File: src/rtl/mult_pkg.sv
// Shared constants and FSM encoding for the sequential shift-add multiplier.
// Combinational only; no latency or backpressure of its own.
package mult_pkg;

  localparam int OP_WIDTH   = 32;
  localparam int PROD_WIDTH = 64;
  localparam int ITER_COUNT = 32;
  localparam int CNT_WIDTH  = $clog2(ITER_COUNT);

  typedef enum logic [1:0] {
    IDLE = 2'd0,
    RUN  = 2'd1,
    DONE = 2'd2
  } state_t;

endpackage

File: src/rtl/ripple_carry_addr_32.sv
// 32-bit ripple carry adder, purely combinational (zero latency).
// No handshake; the caller owns all flow control.
module ripple_carry_addr_32 (
  input  logic [31:0] a,
  input  logic [31:0] b,
  input  logic        cin,
  output logic [31:0] sum,
  output logic        cout
);

  always_comb begin
    logic carry;
    carry = cin;
    sum   = '0;
    for (int i = 0; i < 32; i++) begin
      sum[i] = a[i] ^ b[i] ^ carry;
      carry  = (a[i] & b[i]) | (carry & (a[i] ^ b[i]));
    end
    cout = carry;
  end

endmodule

File: src/rtl/shift_add_mult_32.sv
// Unsigned 32x32->64 radix-2 shift-add multiplier: accept, 32 RUN cycles, then DONE.
// Product is held in DONE until out_ready; no new operands are taken outside IDLE.
module shift_add_mult_32
  import mult_pkg::*;
(
  input  logic                  clk,
  input  logic                  rst,
  input  logic                  in_valid,
  output logic                  in_ready,
  input  logic [OP_WIDTH-1:0]   in1,
  input  logic [OP_WIDTH-1:0]   in2,
  output logic                  out_valid,
  input  logic                  out_ready,
  output logic [PROD_WIDTH-1:0] out
);

  state_t                state, next_state;
  logic [OP_WIDTH-1:0]   m, q, a;
  logic                  c;
  logic [CNT_WIDTH-1:0]  count;
  logic [OP_WIDTH-1:0]   addend;
  logic [OP_WIDTH-1:0]   sum;
  logic                  cout;

  assign addend = q[0] ? m : '0;

  ripple_carry_addr_32 u_adder (
    .a    (a),
    .b    (addend),
    .cin  (1'b0),
    .sum  (sum),
    .cout (cout)
  );

  always_comb begin
    next_state = state;
    in_ready   = 1'b0;
    out_valid  = 1'b0;
    case (state)
      IDLE: begin
        in_ready = 1'b1;
        if (in_valid) next_state = RUN;
      end
      RUN: begin
        if (count == CNT_WIDTH'(ITER_COUNT - 1)) next_state = DONE;
      end
      DONE: begin
        out_valid = 1'b1;
        if (out_ready) next_state = IDLE;
      end
      default: next_state = IDLE;
    endcase
  end

  always_ff @(posedge clk) begin
    if (rst) begin
      state <= IDLE;
      m     <= '0;
      q     <= '0;
      a     <= '0;
      c     <= 1'b0;
      count <= '0;
    end else begin
      state <= next_state;
      case (state)
        IDLE: begin
          if (in_valid) begin
            m     <= in1;
            q     <= in2;
            a     <= '0;
            c     <= 1'b0;
            count <= '0;
          end
        end
        RUN: begin
          // {C,A,Q} <= {cout,sum,Q} >> 1; the carry lands in A's MSB, so C reads back 0.
          c     <= 1'b0;
          a     <= {cout, sum[OP_WIDTH-1:1]};
          q     <= {sum[0], q[OP_WIDTH-1:1]};
          count <= count + 1'b1;
        end
        default: ;
      endcase
    end
  end

  assign out = {a, q};

endmodule

File: config.mk
export PLATFORM = sky130hd
export DESIGN_NAME = shift_add_mult_32
export DESIGN_NICKNAME = d
export VERILOG_FILES = /design/src/rtl/mult_pkg.sv /design/src/rtl/ripple_carry_addr_32.sv /design/src/rtl/shift_add_mult_32.sv
export SDC_FILE = /design/constraint.sdc
export NUM_CORES = 1
export LEC_CHECK = 0
export CAP_MARGIN = 10
export CORE_ASPECT_RATIO = 0.9
export CORE_UTILIZATION = 52
export CTS_CLUSTER_SIZE = 10
export DETAILED_ROUTE_END_ITERATION = 8
export GPL_ROUTABILITY_DRIVEN = 0
export MAX_ROUTING_LAYER = met4
export PLACE_DENSITY = 0.93
export SLEW_MARGIN = 20
export SYNTH_ARGS = -nofsm -noshare
export SYNTH_HDL_FRONTEND = slang
export SYNTH_SLANG_ARGS = --single-unit
File: constraint.sdc
create_clock -name clk -period 33.8 [get_ports clk]
set_input_delay 10.14 -clock clk [delete_from_list [all_inputs] [get_ports clk]]
set_output_delay 10.14 -clock clk [all_outputs]
set_load 0.01 [all_outputs]
Word-level counts from Yosys, hierarchy flattened. Cells that the tools add are included.

Register bits after elaboration: 103. Bits of input ports: 68.

Add/sub/neg operators: 1. Eq/ne operators: 6. Mux-type cells: 13. Bitwise operators: 157. Reduce and logical (&&, ||, !) cells: 5.

Operators by type and width (count): 32-bit case mux with 2 select lines (2); 32-bit two-way mux (3); 1-bit AND (63); 1-bit XOR (63); 1-bit bitwise OR (31); 5-bit case mux with 2 select lines (1); 2-bit two-way mux (3); 2-bit inequality test, second input constant (3); 2-bit case mux with 3 select lines (1); 5-bit by 1-bit adder with 5-bit output, second input constant (1); 5-bit equality test, second input constant (1); 5-bit two-way mux (1); 2-bit AND reduction (2); 3-bit AND reduction (1); 2-bit by 1-bit equality test with 1-bit output, second input constant (1); 2-bit equality test, second input constant (1); 2-bit logical NOT (1); 1-bit two-way mux (2); 2-bit nonzero test (1).

Logic depth before layout (Yosys ltp). Gate-level depths: netlist of run 1.

Depth after elaboration: 65. Depth in mapped cells: 38. Gate-level depth less buffers: 38.

By module. From an unflattened synthesis of run 1, not the netlist that was laid out.

Cells, all modules: 577. Area total of the unflattened synthesis: 4874.7 sq um.

Modules (own cells, without submodules): shift_add_mult_32 (instances 1, cells each 535, area an instance 4196.5 sq um, sequential area each 2062.0 sq um); ripple_carry_addr_32 (instances 1, cells each 42, area an instance 678.2 sq um, sequential area each 0.0 sq um).

Worst setup path before layout of run 1. No wires, ideal clock.

Path kind: flip-flop to flip-flop. From: register q[0]. To: register a[30]. Library setup time: 0.132 ns. Data arrival time: 12.998 ns. Setup slack: 20.669 ns. Cell stages (with the launch flop): 38. Path buffers: 1. Clock period less this slack: 13.131 ns. Cells stage by stage: dfxtp_1 > clkbuf_1 > nand2_1 > fa_1 > fa_1 > fa_1 > fa_1 > fa_1 > fa_1 > fa_1 > fa_1 > fa_1 > fa_1 > fa_1 > fa_1 > fa_1 > fa_1 > fa_1 > [2 not listed] > fa_1 > fa_1 > fa_1 > fa_1 > fa_1 > fa_1 > fa_1 > fa_1 > fa_1 > fa_1 > fa_1 > fa_1 > inv_1 > fa_1 > inv_1 > fa_1 > nand2b_1 > a21oi_1.

Word-level cells in the longest chain between the ends: 64. Elaborated cells between the ends (all ways): 125. Those cells by class: mux: 2; bitwise: 123.

RTL lines: start: declaration (line shift_add_mult_32.sv:18) `logic [OP_WIDTH-1:0] m, q, a;`; start signal: assignment (line shift_add_mult_32.sv:69) `q <= in2;`; start signal: assignment (line shift_add_mult_32.sv:79) `q <= {sum[0], q[OP_WIDTH-1:1]};`; 32-bit two-way mux (*) (line shift_add_mult_32.sv:25) `assign addend = q[0] ? m : '0;`; 1-bit AND or 1-bit XOR (tied branches) (line ripple_carry_addr_32.sv:17) `carry = (a[i] & b[i]) | (carry & (a[i] ^ b[i]));`; 1-bit AND (line ripple_carry_addr_32.sv:17); 1-bit bitwise OR (line ripple_carry_addr_32.sv:17); 1-bit AND (line ripple_carry_addr_32.sv:17); 1-bit bitwise OR (line ripple_carry_addr_32.sv:17); 1-bit AND (line ripple_carry_addr_32.sv:17); 1-bit bitwise OR (line ripple_carry_addr_32.sv:17); [48 not listed]; 1-bit AND (line ripple_carry_addr_32.sv:17); 1-bit bitwise OR (line ripple_carry_addr_32.sv:17); 1-bit AND (line ripple_carry_addr_32.sv:17); 1-bit bitwise OR (line ripple_carry_addr_32.sv:17); 1-bit AND (line ripple_carry_addr_32.sv:17); 1-bit bitwise OR (line ripple_carry_addr_32.sv:17); 1-bit XOR (*) (line ripple_carry_addr_32.sv:16) `sum[i] = a[i] ^ b[i] ^ carry;`; 32-bit case mux with 2 select lines (*) (line shift_add_mult_32.sv:65) `case (state)`; end signal: assignment (line shift_add_mult_32.sv:78) `a <= {cout, sum[OP_WIDTH-1:1]};`; end: declaration (line shift_add_mult_32.sv:18).

Mark *: on every way between the ends. The rest lies on a longest branch, timed or not. A chain may end at the register's enable or synchronous reset.

Worst setup path after layout of run 1. Ends and elaborated chain as after synthesis.

==> summary.txt, run 1 <==
Yosys
  • Synth cell types: 27
  • Syn Nets: 703
  • Yosys warning total: 0
  • Synth Area per Inst: 8.27 µm²
  • Mapped Cells: 601
  • #FFs+latches synth: 103
  • Synthesized area: 4970 µm²
  • Seq/Total Area, Yosys: 41.5%

Clocking
  • Clock buffer count from CTS: 9
  • CTS root buffer: clkbuf_8
  • Postcts setup bufs: 0
  • CTS tree: yes
  • CTS Hold Bufs: 0
  • Max Root-Sink Buffers: 2
  • Sink Count: 103
  • H-Tree Depth: 3
  • Worst-Skew Late Latency: 0.36 ns
  • Clock Pin Slew Worst Setup and Hold Paths: 0.10 ns
  • Resize count post-CTS: 0

Detailed routing
  • Max Used Layer: met4
  • Routed len/inst: 15.5 µm
  • Pre-antenna DRT Iters: 5
  • Vias/cell: 5.49
  • Routed WL: 12.8 mm
  • Final antenna-violating net count: 0
  • WL met2: 6.34 mm
  • Iteration-0 DRC Markers: 278
  • DR vias: 4,548
  • Detail Route met3 WL: 895 µm
  • WL met1: 5.26 mm
  • DRC errors left: 0

Global routing
  • GRT overflow: 0
  • Antenna violations before repair: 0
  • Vias in the first global route: 4,291
  • Largest net degree at the start of global routing: 104
  • Overall Global Routing Usage: 26.5%
  • Global-route wire length before repair: 20.3 mm

Die
  • Starting density of the core: 54.0%
  • I/O Pins: 134
  • Chip height: 94.7 µm
  • Die ar.: 9950 µm²
  • Die Wd: 105 µm
  • Core Area: 9210 µm²
  • Cell Rows: 33

Timing
  • Fin crit period: 14.04 ns
  • Final setup vio count: 0
  • Final Worst Setup Slack: 19.76 ns
  • Setup repair after global routing missed its margin: no
  • Maximum achievable frequency: 71.2 MHz
  • Clk_skew: 0.00937 ns
  • Measured slew at the worst slew-check pin: 1.05 ns
  • Worst rel slew slack: 30.2%
  • Period utilization: 41.5%
  • Setup TNS: 0 ns
  • Slew Limit Fails: 0
  • Final Hold Vio Count: 0

Critical path
  • CP top delay family: adder cells
  • Startpoint class of the critical path: register
  • Max incr delay on CP: 0.61 ns
  • Worst path arrival time: 14.25 ns
  • Worst-case reg-to-reg path depth: 37
  • Worst path slowest cell: dfxtp_1
  • Crit path max fanout: 21
  • CP endpoint kind: register
  • Worst path bufs/invs: 3
  • CP Depth: 37
  • Data required time of the worst path: 34.01 ns
  • Worst R2R Start: q[0]
  • Worst path most repeated cell: fa_1
  • Crit Path Class: register to register
  • Critical Path Start: q[0]
  • Flop-to-flop setup slack: 19.76 ns

Finish
  • Share of cells above drive strength 1: 3.68%
  • Non-filler cells, final: 828
  • Ant. Diodes: 0
  • Synthesis-to-finish area growth: 30.3%
  • Most frequent cells in the layout: 132 x clkdlybuf4s50_1, 130 x nand2_1, 103 x dfxtp_1
  • Final nets: 803
  • Commonest non-fill, non-tap cell in the layout: clkdlybuf4s50_1

Hold path
  • Min-delay src: m[0]
  • Min-Delay Path Class: register to register
  • Hold Crit Depth: 2

Run
  • Max-cap violations: 0

Power and ir drop
  • Pleak: 2.15 nW
  • Overall power: 0.000261 W
  • Maximum VDD drop: 18.2 µV
  • Power density cells: 40.3 nW/µm²

Status
  • Status: complete, no violations

Place
  • Pre-CTS WS: 19.89 ns
  • Placed Instances: 812
  • HPWL Detailed: 8.86 mm
  • PortBufs: 133
## per-stage QoR
| step | hold WS, ns | cell area (µm²) | utilization, % |
|---|---|---|---|
| after floorplan | 0.432 | 4970 | - |
| after global routing | 0.471 | 6470 | 70.3 |
| final | 0.457 | 6470 | 70.3 |
| after detailed placement | 0.444 | 6260 | 68.0 |
| after global placement | 0.438 | 6240 | 67.8 |
| after CTS | 0.458 | 6470 | 70.3 |
## per-layer routing
| layer | track usage (%) | vias up |
|---|---|---|
| met3 | 4.76 | 29 |
| met5 | - | - |
| met4 | 10.9 | 0 |
| met1 | 31.3 | 2151 |
| met2 | 45.0 | 214 |
| li1 | - | 2154 |
## flip-flops by register name, indices dropped and copies added (netlist names)
| register | cells |
|---|---|
| count | 5 |
| q | 32 |
| m | 32 |
| a | 32 |
| state | 2 |
## synthesized netlist by cell type
master    number  share of area [%]
nand2_1      130                9.8
dfxtp_1      103                 41
a21oi_1       99                 10
nand3_1       36                3.6
nor2_1        36                2.7
inv_1         34                2.6
a211oi_1      33                5.0
nand2b_1      32                4.0
fa_1          31                 12
buf_2         21                2.1
clkbuf_1      20                1.5
buf_6          5                1.1
buf_4          3               0.45
ha_1           3               0.76
and2_1         2               0.25
nor2b_1        2               0.25
a22oi_1        1               0.15
a31oi_1        1               0.13
and3_1         1               0.13
nor3_1         1               0.10
nor3b_2        1               0.25
o211a_1        1               0.20
o21a_1         1               0.15
o21ba_2        1               0.20
o21bai_2       1               0.23
or3_1          1               0.13
or3b_1         1               0.18
## kinds of logic (layout without fill, tap and decap cells)
kind of cell             Yosys count  after routing  synth area share [%]
flip-flops                       103            103                  41.5
adder cells (fa/ha/maj)           34             34                  13.2
buffers and inverters             83            188                  7.78
AO/OA/AOI/OAI                    138            138                  16.0
AND/OR/NAND/NOR                  243            243                  21.5
## path summary, 6_finish.rpt
path	end
setup reg to reg	a[30]
hold / removal	m[0]
hold reg to reg	m[0]
setup / recovery	a[30]
## cell type report
cell class / count / area (µm²)
flip-flops and latches: 103 / 2060
clock inverters: 5 / 81.3
repair buffers: 138 / 1370
fillers: 662 / 2730
multi-input cells: 415 / 2540
inverters: 34 / 128
well taps: 122 / 153
clock buffers: 11 / 131
## report_power, final
part	total, W	switching (W)	internal (W)
Sequential	0.000133	0.00000533	0.000128
Clock	0.0000832	0.0000412	0.0000420
Combinational	0.0000444	0.0000231	0.0000212
## worst reg2reg max path: cells and delay by family, from the launching register on
| family | cells | cell delay [ns] |
|---|---|---|
| buf+inv | 3 | 0.48 |
| flops | 1 | 0.61 |
| simple gates | 2 | 0.21 |
| compound gates | 1 | 0.06 |
| fa+ha+maj | 31 | 12.53 |
Power figures use the tool's default switching activity.
==> inputs of run 2 (changes only) <==
CORE_UTILIZATION = 44   (was 52)
PLACE_DENSITY = 0.85   (was 0.93)
clock period = 12.5 ns   (was 33.8 ns; I/O delays follow)
==> summary.txt, run 2 (synthesized netlist as in run 1, its figures left out) <==
Status
  • Status: complete, no violations

Finish
  • Register area: 2070 µm²
  • Regs by FF count: a x32, m x32, q x32
  • Commonest non-fill, non-tap cell in the layout: clkdlybuf4s50_1
  • Non-filler cells, final: 861
  • Fillers: 946
  • Share of cells above drive strength 1: 8.18%
  • Most frequent cells in the layout: 132 x clkdlybuf4s50_1, 130 x nand2_1, 102 x dfxtp_1
  • Ant. Diodes: 0
  • Area of the multi-input gates: 2610 µm²
  • Synthesis-to-finish area growth: 35.1%
  • Final nets: 806

Critical path
  • Startpoint class of the critical path: register
  • Flop-to-flop setup slack: 0.31 ns
  • Worst R2R Start: m[0]
  • CP endpoint kind: register
  • Worst path arrival time: 12.37 ns
  • Worst-case reg-to-reg path depth: 38
  • Crit Path Class: register to register
  • Worst path slowest cell: fa_1
  • Critical path destination: a[30]
  • R2r endpoint: a[30]
  • Max incr delay on CP: 0.47 ns
  • Crit path max fanout: 2
  • Data required time of the worst path: 12.69 ns
  • Critical Path Start: m[0]
  • Worst path most repeated cell: fa_2

Global routing
  • GRT overflow: 0
  • Met1 Use GR: 27.7%
  • Global-route wire length before repair: 20.1 mm
  • Largest net degree at the start of global routing: 104
  • Overall Global Routing Usage: 22.6%
  • Antenna violations before repair: 0
  • Vias in the first global route: 4,206
  • Busiest layer in global routing: met2
  • GR Util met3: 4.17%
  • Grt met2 use: 38.1%

Detailed routing
  • Routed WL: 12.5 mm
  • Routed len/inst: 14.5 µm
  • DR vias: 4,477
  • Pre-antenna DRT Iters: 4
  • Final antenna-violating net count: 0
  • Iteration-0 DRC Markers: 361
  • Vias/cell: 5.20
  • DRC errors left: 0

Timing
  • Final setup vio count: 0
  • Period utilization: 97.5%
  • Clk_skew: 0.00757 ns
  • Setup repair after global routing missed its margin: no
  • Measured slew at the worst slew-check pin: 1.09 ns
  • Final Hold Vio Count: 0
  • Worst rel slew slack: 27.6%
  • Final Worst Setup Slack: 0.312 ns
  • Fin crit period: 12.19 ns
  • Maximum achievable frequency: 82.0 MHz
  • Slew Limit Fails: 0

Power and ir drop
  • Maximum VDD drop: 79.9 µV
  • Overall power: 0.000785 W
  • Pleak: 2.24 nW
  • Net load switching power: 0.000195 W
  • Combinational share of power: 15.4%
  • Switching Fraction: 24.9%
  • Int Pwr: 0.000590 W
  • Reg power frac: 45.7%
  • Clock network power share: 38.9%
  • Power density cells: 117 nW/µm²

Die
  • Cell Rows: 36
  • I/O Pins: 134
  • Die Wd: 114 µm
  • Starting density of the core: 45.6%
  • Chip height: 103 µm
  • Core Area: 10,900 µm²
  • Die ar.: 11,700 µm²

Clocking
  • Postcts setup bufs: 0
  • CTS root buffer: clkbuf_16
  • Worst-Skew Late Latency: 0.34 ns
  • Clock Pin Slew Worst Setup and Hold Paths: 0.07 ns
  • Sink Count: 103
  • CTS Hold Bufs: 0
  • H-Tree Depth: 3
  • Max Root-Sink Buffers: 2
  • Clock buffer count from CTS: 9
  • CTS tree: yes

Hold path
  • Hold Crit Depth: 2
  • Min-Delay Path Class: register to register

Run
  • Max-cap violations: 0

Place
  • Placed Instances: 845
  • HPWL Detailed: 8.43 mm
  • Pre-CTS WS: -0.493 ns
  • PortBufs: 133
[run 2: metrics by stage]
stage,hold WS [ns],utilization [%],area [µm²],TNS [ns]
after global routing,0.477,61.6,6720,0
after floorplan,0.432,-,5000,0
after global placement,0.443,58.1,6330,-0.401
after CTS,0.460,61.5,6700,0
final,0.457,61.6,6720,0
after detailed placement,0.450,58.2,6340,-1.07
[run 2: worst max-delay path, delay by kind of cell, from the launching register on]
family / cells / cell delay (ns)
fa+ha+maj: 32 / 11.22
flops: 1 / 0.33
buf+inv: 3 / 0.18
compound gates: 1 / 0.05
simple gates: 2 / 0.23
[run 2: what timing repair did]
item	in CTS	in global routing
endpoints found under the setup margin	3	2
pin swaps	0	2
resized for setup	11	6
[run 2: power by group through the flow]
stage | Combinational (W) | Sequential, W | Clock, W
2_1_floorplan | 0.0000626 | 0.000368 | 0
5_1_grt | 0.000133 | 0.000361 | 0.000327
3_5_place_dp | 0.000120 | 0.000366 | 0
6_report | 0.000121 | 0.000359 | 0.000305
4_1_cts | 0.000121 | 0.000359 | 0.000313
3_3_place_gp | 0.000117 | 0.000365 | 0
[run 2: final cells by class]
cell class              instances  share of cell area [%]
clock buffers                  11                    3.76
well taps                     152                    2.83
flip-flops and latches        103                    30.8
repair buffers                141                    20.7
inverters                      34                    1.90
multi-input cells             415                    38.9
clock inverters                 5                    1.19
[run 2: layer usage]
layer | up-vias | wire length, µm
met5 | - | 0
met3 | 16 | 735
met4 | 0 | 215
met1 | 2140 | 5470
met2 | 164 | 6100
li1 | 2157 | -
[run 2: how the worst min path moves through the flow]
| stage | startpoint | endpoint | slack [ns] |
|---|---|---|---|
| after CTS | m[23] | m[23] | 0.46 |
| final | m[23] | m[23] | 0.46 |
| after detailed placement | m[25] | m[25] | 0.45 |
| after floorplan | m[0] | m[0] | 0.43 |
| after global routing | m[12] | m[12] | 0.48 |
| after global placement | m[0] | m[0] | 0.44 |
==> inputs of run 3 (changes only) <==
SKIP_CTS_REPAIR_TIMING = 1   (was default)
==> summary.txt, run 3 (synthesized netlist as in run 1, its figures left out) <==
Clocking
  • Worst-Skew Late Latency: 0.34 ns
  • Sink Count: 103
  • CTS tree: yes
  • Clock buffer count from CTS: 9
  • CTS root buffer: clkbuf_16
  • H-Tree Depth: 3
  • Max Root-Sink Buffers: 2
  • Clock Pin Slew Worst Setup and Hold Paths: 0.07 ns

Power and ir drop
  • Power density cells: 117 nW/µm²
  • Reg power frac: 45.8%
  • Combinational share of power: 15.4%
  • Maximum VDD drop: 79.9 µV
  • Switching Fraction: 24.8%
  • Clock network power share: 38.9%
  • Net load switching power: 0.000195 W
  • Int Pwr: 0.000590 W
  • Pleak: 2.24 nW
  • Overall power: 0.000784 W

Critical path
  • Worst path most repeated cell: fa_2
  • Crit path max fanout: 2
  • Worst path slowest cell: fa_1
  • Data required time of the worst path: 12.68 ns
  • Flop-to-flop setup slack: 0.31 ns
  • Worst path arrival time: 12.37 ns
  • Worst R2R Start: m[0]
  • Startpoint class of the critical path: register
  • CP endpoint kind: register
  • Worst-case reg-to-reg path depth: 38
  • Max incr delay on CP: 0.47 ns
  • R2r endpoint: a[30]
  • Crit Path Class: register to register

Detailed routing
  • DRC errors left: 0
  • DR vias: 4,431
  • Vias/cell: 5.15
  • Final antenna-violating net count: 0
  • Pre-antenna DRT Iters: 5
  • Routed WL: 12.4 mm
  • Iteration-0 DRC Markers: 369
  • Routed len/inst: 14.4 µm

Finish
  • Util after Layout: 61.6%
  • Share of cells above drive strength 1: 8.18%
  • Synthesis-to-finish area growth: 35.1%
  • Ant. Diodes: 0
  • Final nets: 806
  • Commonest non-fill, non-tap cell in the layout: clkdlybuf4s50_1
  • Most frequent cells in the layout: 132 x clkdlybuf4s50_1, 130 x nand2_1, 102 x dfxtp_1
  • Regs by FF count: a x32, m x32, q x32

Die
  • Die ar.: 11,700 µm²
  • Cell Rows: 36
  • Starting density of the core: 45.6%
  • Core Area: 10,900 µm²
  • Die Wd: 114 µm
  • I/O Pins: 134
  • Chip height: 103 µm

Timing
  • Fin crit period: 12.19 ns
  • Maximum achievable frequency: 82.0 MHz
  • Final setup vio count: 0
  • Measured slew at the worst slew-check pin: 1.09 ns
  • Period utilization: 97.5%
  • Final Hold Vio Count: 0
  • Slew Limit Fails: 0
  • Worst rel slew slack: 27.0%
  • Setup repair after global routing missed its margin: no
  • Clk_skew: 0.00776 ns

Place
  • HPWL Detailed: 8.43 mm
  • PortBufs: 133

Hold path
  • Hold Path End: m[23]
  • Min-Delay Path Class: register to register
  • Min-delay src: m[23]
  • Hold Crit Depth: 2

Global routing
  • Largest net degree at the start of global routing: 104
  • Global-route wire length before repair: 20.1 mm
  • Overall Global Routing Usage: 22.6%
  • Grt met2 use: 37.9%
  • Vias in the first global route: 4,196
  • Met1 Use GR: 27.8%
  • GRT overflow: 0
  • GR Util met3: 4.12%
  • Antenna violations before repair: 0
  • Busiest layer in global routing: met2

Run
  • Max-cap violations: 0

Status
  • Status: complete, no violations
[run 3: final cells by class]
type,instances,area (µm²)
repair buffers,141,1390
flip-flops and latches,103,2070
well taps,152,190
fillers,946,4180
clock buffers,11,253
inverters,34,128
clock inverters,5,80.1
multi-input cells,415,2610
[run 3: power by group through the flow]
| stage | logic (W) | registers (W) | clock network [W] |
|---|---|---|---|
| floorplan | 0.0000626 | 0.000368 | 0 |
| global placement | 0.000117 | 0.000365 | 0 |
| detailed placement | 0.000120 | 0.000366 | 0 |
| CTS | 0.000121 | 0.000359 | 0.000313 |
| global route | 0.000133 | 0.000361 | 0.000327 |
| finish | 0.000120 | 0.000359 | 0.000305 |
[run 3: metal layers]
layer	part of all wire, %	vias to the layer above
met5	0	-
met4	1.9	0
met1	43	2075
li1	-	2159
met2	49	181
met3	6.4	16
[run 3: how the worst max path moves through the flow]
stage          endpoint  start  slack (ns)  cells past startpoint
2_1_floorplan     a[30]   q[0]        0.02                     38
3_3_place_gp      a[30]   q[0]       -0.25                     38
3_5_place_dp      a[30]   m[0]       -0.49                     38
4_1_cts           a[30]   m[0]       -0.52                     38
5_1_grt           a[30]   m[0]        0.01                     38
6_report          a[30]   m[0]        0.31                     38
[run 3: stage by stage]
stage | std cells | area [µm²] | TNS, ns | setup slack, ns | hold WS (ns)
finish | 861 | 6720 | 0 | 0.310 | 0.457
detailed placement | 845 | 6340 | -1.07 | -0.493 | 0.450
CTS | 861 | 6670 | -1.17 | -0.521 | 0.460
global placement | 845 | 6330 | -0.401 | -0.253 | 0.443
floorplan | 601 | 5000 | 0 | 0.0179 | 0.432
global route | 861 | 6720 | 0 | 0.0120 | 0.477
[run 3: critical path: cells and delay by family, from the launching register on]
family / cells / cell delay, ns
buffers and inverters: 3 / 0.18
adder cells (fa/ha/maj): 32 / 11.21
AND/OR/NAND/NOR: 2 / 0.24
flip-flops: 1 / 0.33
AO/OA/AOI/OAI: 1 / 0.05
